[src/rtl/asi_wr_if.sv]
// AXI write-channel bundle (AW, W, B) shared by the asi_wr slave and its driver.
interface asi_wr_if #(
    parameter int AXI_DW = 128,
    parameter int AXI_AW = 32,
    parameter int AXI_IW = 8,
    parameter int AXI_LW = 8,
    parameter int AXI_SW = 3
) ();
    localparam int AXI_WSTRBW = AXI_DW / 8;

    logic [AXI_IW-1:0]     AWID;
    logic [AXI_AW-1:0]     AWADDR;
    logic [AXI_LW-1:0]     AWLEN;
    logic [AXI_SW-1:0]     AWSIZE;
    logic [1:0]            AWBURST;
    logic                  AWVALID;
    logic                  AWREADY;

    logic [AXI_DW-1:0]     WDATA;
    logic [AXI_WSTRBW-1:0] WSTRB;
    logic                  WLAST;
    logic                  WVALID;
    logic                  WREADY;

    logic [AXI_IW-1:0]     BID;
    logic [1:0]            BRESP;
    logic                  BVALID;
    logic                  BREADY;

    modport master (
        output AWID, AWADDR, AWLEN, AWSIZE, AWBURST, AWVALID,
        input  AWREADY,
        output WDATA, WSTRB, WLAST, WVALID,
        input  WREADY,
        input  BID, BRESP, BVALID,
        output BREADY
    );

    modport slave (
        input  AWID, AWADDR, AWLEN, AWSIZE, AWBURST, AWVALID,
        output AWREADY,
        input  WDATA, WSTRB, WLAST, WVALID,
        output WREADY,
        output BID, BRESP, BVALID,
        input  BREADY
    );
endinterface

[src/rtl/asi_wr.sv]
// AXI write slave that turns one INCR/FIXED burst at a time into single-beat memory writes.
// state | meaning
// IDLE  | waiting for a write address, AWREADY high
// DATA  | accepting W beats; writes to memory unless the burst is in error (drain)
// RESP  | presenting the B response until BREADY
module asi_wr #(
    parameter int AXI_DW = 128,
    parameter int AXI_AW = 32,
    parameter int AXI_IW = 8,
    parameter int AXI_LW = 8,
    parameter int AXI_SW = 3
) (
    input  logic                    ACLK,
    input  logic                    ARESET,
    asi_wr_if.slave                 axi,
    output logic                    mem_we,
    output logic [AXI_AW-1:0]       mem_addr,
    output logic [AXI_DW-1:0]       mem_wdata,
    output logic [AXI_DW/8-1:0]     mem_wstrb,
    input  logic                    mem_ready
);
    localparam int AXI_WSTRBW = AXI_DW / 8;
    localparam int MAX_SIZE   = $clog2(AXI_WSTRBW);

    typedef enum logic [1:0] {
        IDLE = 2'd0,
        DATA = 2'd1,
        RESP = 2'd2
    } state_t;

    state_t              state_q, next_state;
    logic [AXI_IW-1:0]   bid_q;
    logic [AXI_AW-1:0]   addr_q;
    logic [AXI_LW-1:0]   len_q;
    logic [AXI_SW-1:0]   size_q;
    logic                incr_q;
    logic [AXI_LW:0]     cnt_q;
    logic                err_q;
    logic [1:0]          bresp_q;

    logic                awready, wready, bvalid;
    logic                aw_hs, beat, last_beat, wlast_bad, bad_aw;
    logic [AXI_AW-1:0]   align_mask, step;

    assign last_beat  = (cnt_q == {1'b0, len_q});
    assign wlast_bad  = (axi.WLAST != last_beat);
    assign aw_hs      = axi.AWVALID & awready;
    assign beat       = axi.WVALID & wready;
    assign align_mask = {AXI_AW{1'b1}} << axi.AWSIZE;
    assign step       = AXI_AW'(1) << size_q;
    // WRAP, the reserved encoding and sizes wider than the bus are refused but still drained
    assign bad_aw     = axi.AWBURST[1] | (axi.AWSIZE > AXI_SW'(MAX_SIZE));

    always_ff @(posedge ACLK) begin
        if (ARESET) begin
            state_q <= IDLE;
        end else begin
            state_q <= next_state;
        end
    end

    always_comb begin
        next_state = state_q;
        awready    = 1'b0;
        wready     = 1'b0;
        bvalid     = 1'b0;
        unique case (state_q)
            IDLE: begin
                awready = 1'b1;
                if (axi.AWVALID) next_state = DATA;
            end
            DATA: begin
                wready = mem_ready | err_q;
                if (axi.WVALID && wready && last_beat) next_state = RESP;
            end
            RESP: begin
                bvalid = 1'b1;
                if (axi.BREADY) next_state = IDLE;
            end
            default: next_state = IDLE;
        endcase
        if (ARESET) begin
            awready = 1'b0;
            wready  = 1'b0;
            bvalid  = 1'b0;
        end
    end

    always_ff @(posedge ACLK) begin
        if (ARESET) begin
            bid_q   <= '0;
            addr_q  <= '0;
            len_q   <= '0;
            size_q  <= '0;
            incr_q  <= 1'b0;
            cnt_q   <= '0;
            err_q   <= 1'b0;
            bresp_q <= 2'b00;
        end else if (aw_hs) begin
            bid_q  <= axi.AWID;
            addr_q <= axi.AWADDR & align_mask;
            len_q  <= axi.AWLEN;
            size_q <= axi.AWSIZE;
            incr_q <= (axi.AWBURST == 2'b01);
            cnt_q  <= '0;
            err_q  <= bad_aw;
        end else if (beat) begin
            cnt_q <= cnt_q + 1'b1;
            if (incr_q) addr_q <= addr_q + step;
            if (wlast_bad) err_q <= 1'b1;
            if (last_beat) bresp_q <= (err_q | wlast_bad) ? 2'b10 : 2'b00;
        end
    end

    assign axi.AWREADY = awready;
    assign axi.WREADY  = wready;
    assign axi.BVALID  = bvalid;
    assign axi.BID     = bid_q;
    assign axi.BRESP   = bresp_q;

    assign mem_we    = beat & ~err_q;
    assign mem_addr  = addr_q;
    assign mem_wdata = axi.WDATA;
    assign mem_wstrb = axi.WSTRB;
endmodule

[src/flat_wrapper.sv]
// flat-port wrapper written by rule: the top's interface ports become plain ports
module asi_wr_flat 
#(
    parameter int AXI_DW = 128,
    parameter int AXI_AW = 32,
    parameter int AXI_IW = 8,
    parameter int AXI_LW = 8,
    parameter int AXI_SW = 3
)
  (ACLK, ARESET, mem_we, mem_addr, mem_wdata, mem_wstrb, mem_ready, axi_AWID, axi_AWADDR, axi_AWLEN, axi_AWSIZE, axi_AWBURST, axi_AWVALID, axi_AWREADY, axi_WDATA, axi_WSTRB, axi_WLAST, axi_WVALID, axi_WREADY, axi_BID, axi_BRESP, axi_BVALID, axi_BREADY);
  asi_wr_if #(.AXI_DW(AXI_DW), .AXI_AW(AXI_AW), .AXI_IW(AXI_IW), .AXI_LW(AXI_LW), .AXI_SW(AXI_SW)) axi_i ();
  input  logic ACLK;
  input  logic ARESET;
  output logic mem_we;
  output logic [AXI_AW-1:0] mem_addr;
  output logic [AXI_DW-1:0] mem_wdata;
  output logic [AXI_DW/8-1:0] mem_wstrb;
  input  logic mem_ready;
  input wire logic [$bits(axi_i.AWID)-1:0] axi_AWID;
  input wire logic [$bits(axi_i.AWADDR)-1:0] axi_AWADDR;
  input wire logic [$bits(axi_i.AWLEN)-1:0] axi_AWLEN;
  input wire logic [$bits(axi_i.AWSIZE)-1:0] axi_AWSIZE;
  input wire logic [$bits(axi_i.AWBURST)-1:0] axi_AWBURST;
  input wire logic [$bits(axi_i.AWVALID)-1:0] axi_AWVALID;
  output wire logic [$bits(axi_i.AWREADY)-1:0] axi_AWREADY;
  input wire logic [$bits(axi_i.WDATA)-1:0] axi_WDATA;
  input wire logic [$bits(axi_i.WSTRB)-1:0] axi_WSTRB;
  input wire logic [$bits(axi_i.WLAST)-1:0] axi_WLAST;
  input wire logic [$bits(axi_i.WVALID)-1:0] axi_WVALID;
  output wire logic [$bits(axi_i.WREADY)-1:0] axi_WREADY;
  output wire logic [$bits(axi_i.BID)-1:0] axi_BID;
  output wire logic [$bits(axi_i.BRESP)-1:0] axi_BRESP;
  output wire logic [$bits(axi_i.BVALID)-1:0] axi_BVALID;
  input wire logic [$bits(axi_i.BREADY)-1:0] axi_BREADY;
  assign axi_i.AWID = axi_AWID;
  assign axi_i.AWADDR = axi_AWADDR;
  assign axi_i.AWLEN = axi_AWLEN;
  assign axi_i.AWSIZE = axi_AWSIZE;
  assign axi_i.AWBURST = axi_AWBURST;
  assign axi_i.AWVALID = axi_AWVALID;
  assign axi_AWREADY = axi_i.AWREADY;
  assign axi_i.WDATA = axi_WDATA;
  assign axi_i.WSTRB = axi_WSTRB;
  assign axi_i.WLAST = axi_WLAST;
  assign axi_i.WVALID = axi_WVALID;
  assign axi_WREADY = axi_i.WREADY;
  assign axi_BID = axi_i.BID;
  assign axi_BRESP = axi_i.BRESP;
  assign axi_BVALID = axi_i.BVALID;
  assign axi_i.BREADY = axi_BREADY;
  asi_wr #(.AXI_DW(AXI_DW), .AXI_AW(AXI_AW), .AXI_IW(AXI_IW), .AXI_LW(AXI_LW), .AXI_SW(AXI_SW)) u_core (.ACLK(ACLK), .ARESET(ARESET), .axi(axi_i), .mem_we(mem_we), .mem_addr(mem_addr), .mem_wdata(mem_wdata), .mem_wstrb(mem_wstrb), .mem_ready(mem_ready));
endmodule
[config.mk]
export PLATFORM = sky130hd
export DESIGN_NAME = asi_wr_flat
export DESIGN_NICKNAME = d
export VERILOG_FILES = /design/src/rtl/asi_wr_if.sv /design/src/rtl/asi_wr.sv /design/src/flat_wrapper.sv
export SDC_FILE = /design/constraint.sdc
export NUM_CORES = 1
export LEC_CHECK = 0
export CAP_MARGIN = 20
export CORE_AREA = 2 2 153 155
export CTS_BUF_LIST = sky130_fd_sc_hd__clkbuf_2
export DETAILED_ROUTE_END_ITERATION = 10
export DIE_AREA = 0 0 155 157
export MAX_ROUTING_LAYER = met4
export PLACE_DENSITY = 0.66
export SKIP_CTS_REPAIR_TIMING = 1
export SYNTH_ARGS = -nofsm -noshare
export SYNTH_HDL_FRONTEND = slang
export SYNTH_SLANG_ARGS = --single-unit
export TNS_END_PERCENT = 20
[constraint.sdc]
create_clock -name ACLK -period 3.8 [get_ports ACLK]
set_input_delay 0.76 -clock ACLK [delete_from_list [all_inputs] [get_ports ACLK]]
set_output_delay 0.76 -clock ACLK [all_outputs]
set_load 0.01 [all_outputs]
-- Word-level counts from Yosys, hierarchy flattened
Cells that the tools add are included.
- flip-flop bits (word level): 66
- bits of input ports: 204
- output and inout port bits: 190
- reductions and logical operators: 11
- $lt $le $gt $ge: 1
- muxes and demuxes: 17
- bitwise logic cells: 9
- shifts and indexed selects: 2
- $add $sub $neg: 2
- equal/unequal tests: 8
- operators with widths (kind ; count):
    $mux 32 ; 3
    $add 32x32->32 ; 1
    $and 32x32->32 ; 1
    $shl 1x3->32 const A ; 1
    $shl 32x3->32 const A ; 1
    $add 9x1->9 const B ; 1
    $eq 9x8->1 ; 1
    $mux 1 ; 9
    $mux 2 ; 4
    $pmux 2 s3 ; 1
    $reduce_and 3->1 ; 2
    $reduce_bool 2->1 ; 3
    $eq 2x1->1 const B ; 2
    $ne 2x2->1 const B ; 2
    $reduce_and 2->1 ; 2
    $and 1x1->1 ; 3
    $gt 3x3->1 const B ; 1
    $or 1x1->1 ; 3
    $eq 2x2->1 const B ; 1
    $logic_and 1x1->1 ; 2
    $logic_not 2->1 ; 1
    $ne 2x1->1 const B ; 1
    $not 1->1 ; 2
    $reduce_or 2->1 ; 1
    $ne 1x1->1 ; 1

-- Longest topological paths before layout
- word-level depth: 6
- depth in mapped cells: 11
- depth with buffers taken out: 9

-- Worst setup path before layout
OpenSTA, ideal clock, no wires.
- path kind: register -> register
- start: reg u_core.size_q[0]
- end: reg u_core.addr_q[28], in the netlist u_core.mem_addr[28]
- stages on the path, launching flop included: 10
- path buffers: 1
- data arrival time: 2.540 ns
- clock period less this slack: 2.602 ns
- library setup time: 0.062 ns
- setup slack: 1.198 ns
- cells stage by stage: dfxtp_1 -> clkbuf_1 -> nor3b_1 -> fa_1 -> a211oi_1 -> o21bai_1 -> o211ai_4 -> or3_4 -> or4_1 -> nand3_1
- cells in the longest elaborated chain, start to end: 5
- RTL lines (what ; line ; source):
    start, declared ; asi_wr.sv:35 ; logic [AXI_SW-1:0] size_q;
    start signal, assigned ; asi_wr.sv:103 ; size_q <= axi.AWSIZE;
    $shl 1x3->32 ; asi_wr.sv:50 ; assign step = AXI_AW'(1) << size_q;
    $add 32x32->32 ; asi_wr.sv:109 ; if (incr_q) addr_q <= addr_q + step;
    $mux 32 ; asi_wr.sv:109 ;
    $mux 32 ; asi_wr.sv:107 ; end else if (beat) begin
    $mux 32 ; asi_wr.sv:99 ; end else if (aw_hs) begin
    end signal, assigned ; asi_wr.sv:101 ; addr_q <= axi.AWADDR & align_mask;
    end signal, assigned ; asi_wr.sv:109 ;
    end, declared ; asi_wr.sv:33 ; logic [AXI_AW-1:0] addr_q;
Every way passes these cells. The select of a mux whose other input is x is not followed.
A chain may end at the register's enable or synchronous reset.

-- Final worst setup path
- start: in mem_ready
- end: out mem_we
- cells in the longest elaborated chain, start to end: 5
- RTL lines (what ; line ; source):
    start, declared ; flat_wrapper.sv:18 ; input logic mem_ready;
    $or 1x1->1 ; asi_wr.sv:73 ; wready = mem_ready | err_q;
    $mux 1 ; asi_wr.sv:67 ; unique case (state_q)
    $mux 1 ; asi_wr.sv:82 ; if (ARESET) begin
    $and 1x1->1 ; asi_wr.sv:48 ; assign beat = axi.WVALID & wready;
    $and 1x1->1 ; asi_wr.sv:121 ; assign mem_we = beat & ~err_q;
    end, declared ; flat_wrapper.sv:14 ; output logic mem_we;
Every way passes these cells.

==> metrics <==
status=finished, final reports clean; asr flop ratio synth=0; Starting Density=0.204; predominant post-synthesis flop cell=dfxtp_1; Hold Startpoint=u_core.axi.BID[0]; fill count=2471; boundary pin count=394; CORE AREA=0.0225 mm2; r2r startpoint=u_core.size_q[0]; number of routed nets with antenna violations=0; WL per Instance=15.7 um; Mapped Cells=574; post-layout minimum cycle time=2.97 ns; Worst setup EP type=primary output; H-tree depth=3; largest net degree at the start of global routing=40; aggregate routed wire length=12800 um; fmax=337 MHz; Worst Max-Slew Pin Slew=0.682 ns; number of synthesized flops with an enable pin=0; via/cell ratio=4.38; LEAKAGE=0.00180 uW; Final Net Count=739; Yosys reg bits=65; Synth area leaders=dfxtp_1 28%, buf_4 24%, nand2_1 5.2%; Cell variety after synth=53; GRT Overall Usage=0.106; CP Max Fanout=5; max-cap viol count=0; critical path startpoint=mem_ready; Max-slew headroom=0.541; final core utilization=0.222; global-route wire length before repair=19400 um; clock skew=0.0607 ns; detailed-route via count=3582; Iteration-0 DRC Markers=138; die extent in x=155 um; peak supply drop=0.155 mV; DRC violations left=0; syn_area_per_cell=8.00 um2; Final Cycle Share=0.781; CP Data Required Time=3.04 ns; Sink Count=65; clk_lat worst skew=0.61 ns; Placer Congestion=0.747; HPWL after detailed placement=9680 um; Clock Path Buffers=2; Chip Height=157 um; gr ovfl total=0; router iterations before antenna repair=6; leading area contributor after synthesis=dfxtp_1; power per cell area=313 mW/mm2; fraction of layout cells with a size suffix above 1=0.0698; Ys Warns=0; die area=0.0243 mm2; vias in the first global route=3488; TNS Setup=0 ns; final hold vios=0; Setup Viol. Count Final=0; CTS tree=yes; # rows=55; Num CTS Buffers=9; register area share after synthesis=0.283; Port Buf Inserts=104; Worst-path clk slew=0.22 ns; area grow syn2layout=8.85%; Setup crit start kind=input pin; Max Slew Vio Count=0; Post-Synthesis Cell Area=0.00459 mm2; syn_nets=788; Hold WC Path Type=reg -> reg; critical path arrival=2.21 ns; RSZ-0062 raised after global routing=false; Critical Setup Path Class=in -> out; post-synth top area share=0.283; initial antenna violation count=1; Root Driver=clkbuf_2
-- state kept, by name, indices dropped and copies added (netlist names) --
signal,count
u_core.axi.BID,8
u_core.mem_addr,32
u_core.axi.BRESP,1
u_core.state_q,2
u_core.cnt_q,9
u_core.incr_q,1
u_core.size_q,3
u_core.err_q,1
u_core.len_q,8
-- worst paths after layout --
kind	slack (ns)	end	cells past startpoint
worst min register to register	0.49	u_core.axi.BID[0]	2
worst max-delay path	0.83	mem_we	4
worst min-delay path	0.49	u_core.axi.BID[0]	2
worst max register to register	0.90	u_core.mem_addr[28]	8
-- synth_stat cells, types with 3 or more instances --
cell      number
buf_4        146
dfxtp_1       65
nand2_1       64
nor2_1        41
xnor2_1       21
clkbuf_1      20
nand3b_1      20
a211oi_1      18
o21ai_0       16
a21oi_1       15
nand3_1       15
xor2_1        11
a311oi_1      10
nor3_1        10
or3_1         10
ha_1           9
nand4_1        8
and3_1         7
inv_1          7
nor3b_1        5
nor4_1         5
buf_1          4
nand2b_1       4
o211ai_1       4
a21o_1         3
a31oi_1        3
or4_1          3
-- metal layers --
layer,routed length (um),track usage,vias up
met5,0,-,-
met4,777,0.0794,0
met3,860,0.0306,82
met2,5470,0.156,136
met1,5710,0.124,1628
li1,-,-,1736
-- power breakdown --
group | internal [uW] | total, uW | switching, uW | leakage (uW)
registers | 725 | 772 | 47.1 | 0.000533
clock network | 166 | 491 | 325 | 0.0000794
logic | 170 | 300 | 130 | 0.00119
total | 1060 | 1560 | 502 | 0.00180
-- logic make-up (layout without fill, tap and decap cells) --
kind of cell | count (synthesis) | after routing | synth area share
buffers and inverters | 179 | 135 | 0.266
adder cells (fa/ha/maj) | 10 | 10 | 0.0289
AO/OA/AOI/OAI | 82 | 82 | 0.125
AND/OR/NAND/NOR | 203 | 203 | 0.230
multiplexers | 2 | 2 | 0.00436
other | 1 | 3 | 0.000816
XOR/XNOR | 32 | 32 | 0.0610
flip-flops | 65 | 65 | 0.283
-- per-stage QoR --
stage          cells  setup slack [ns]  cell area (um2)  hold slack, ns  total power (uW)
2_1_floorplan    574              1.20             4590           0.461              1070
3_3_place_gp     799             0.678             4870           0.461              1090
3_5_place_dp     799             0.650             4870           0.463              1090
4_1_cts          815             0.816             5000           0.492              1590
5_1_grt          816             0.720             5000           0.517              1650
6_report         817             0.833             5000           0.490              1560
-- layout make-up --
cell class | count | area, um2 | share of cell area
tap | 285 | 357 | 0.0713
antenna | 2 | 5.00 | 0.00100
timing repair buffer | 112 | 1110 | 0.222
multi-input combinational | 330 | 2070 | 0.415
sequential | 65 | 1300 | 0.260
clock inverter | 7 | 85.1 | 0.0170
inverter | 7 | 26.3 | 0.00525
clock buffer | 9 | 45.0 | 0.00901
-- critical path, cell delays in order --
cell             delay (ns)
clkdlybuf4s50_1        0.49
o211ai_2               0.15
nor4_1                 0.22
clkdlybuf4s50_1        0.59
-- cells in the final DEF, fill, tap and decap left out, types with 3 or more instances in the layout --
cell type	count
nand4_1	8
or3_1	10
nand3_1	15
nor4_1	5
a211oi_1	18
dfxtp_1	65
nor2_1	41
or4_1	3
o21ai_0	16
ha_1	9
nor3b_1	5
a21oi_1	15
nand2_1	63
clkbuf_2	9
xnor2_1	21
inv_1	7
o211ai_1	4
nand3b_1	20
and3_1	7
inv_6	3
xor2_1	11
nor3_1	10
a21o_1	3
a31oi_1	3
buf_4	7
a311oi_1	10
clkdlybuf4s50_1	103
nand2b_1	4
No activity file was read; power rests on OpenSTA's default activity.
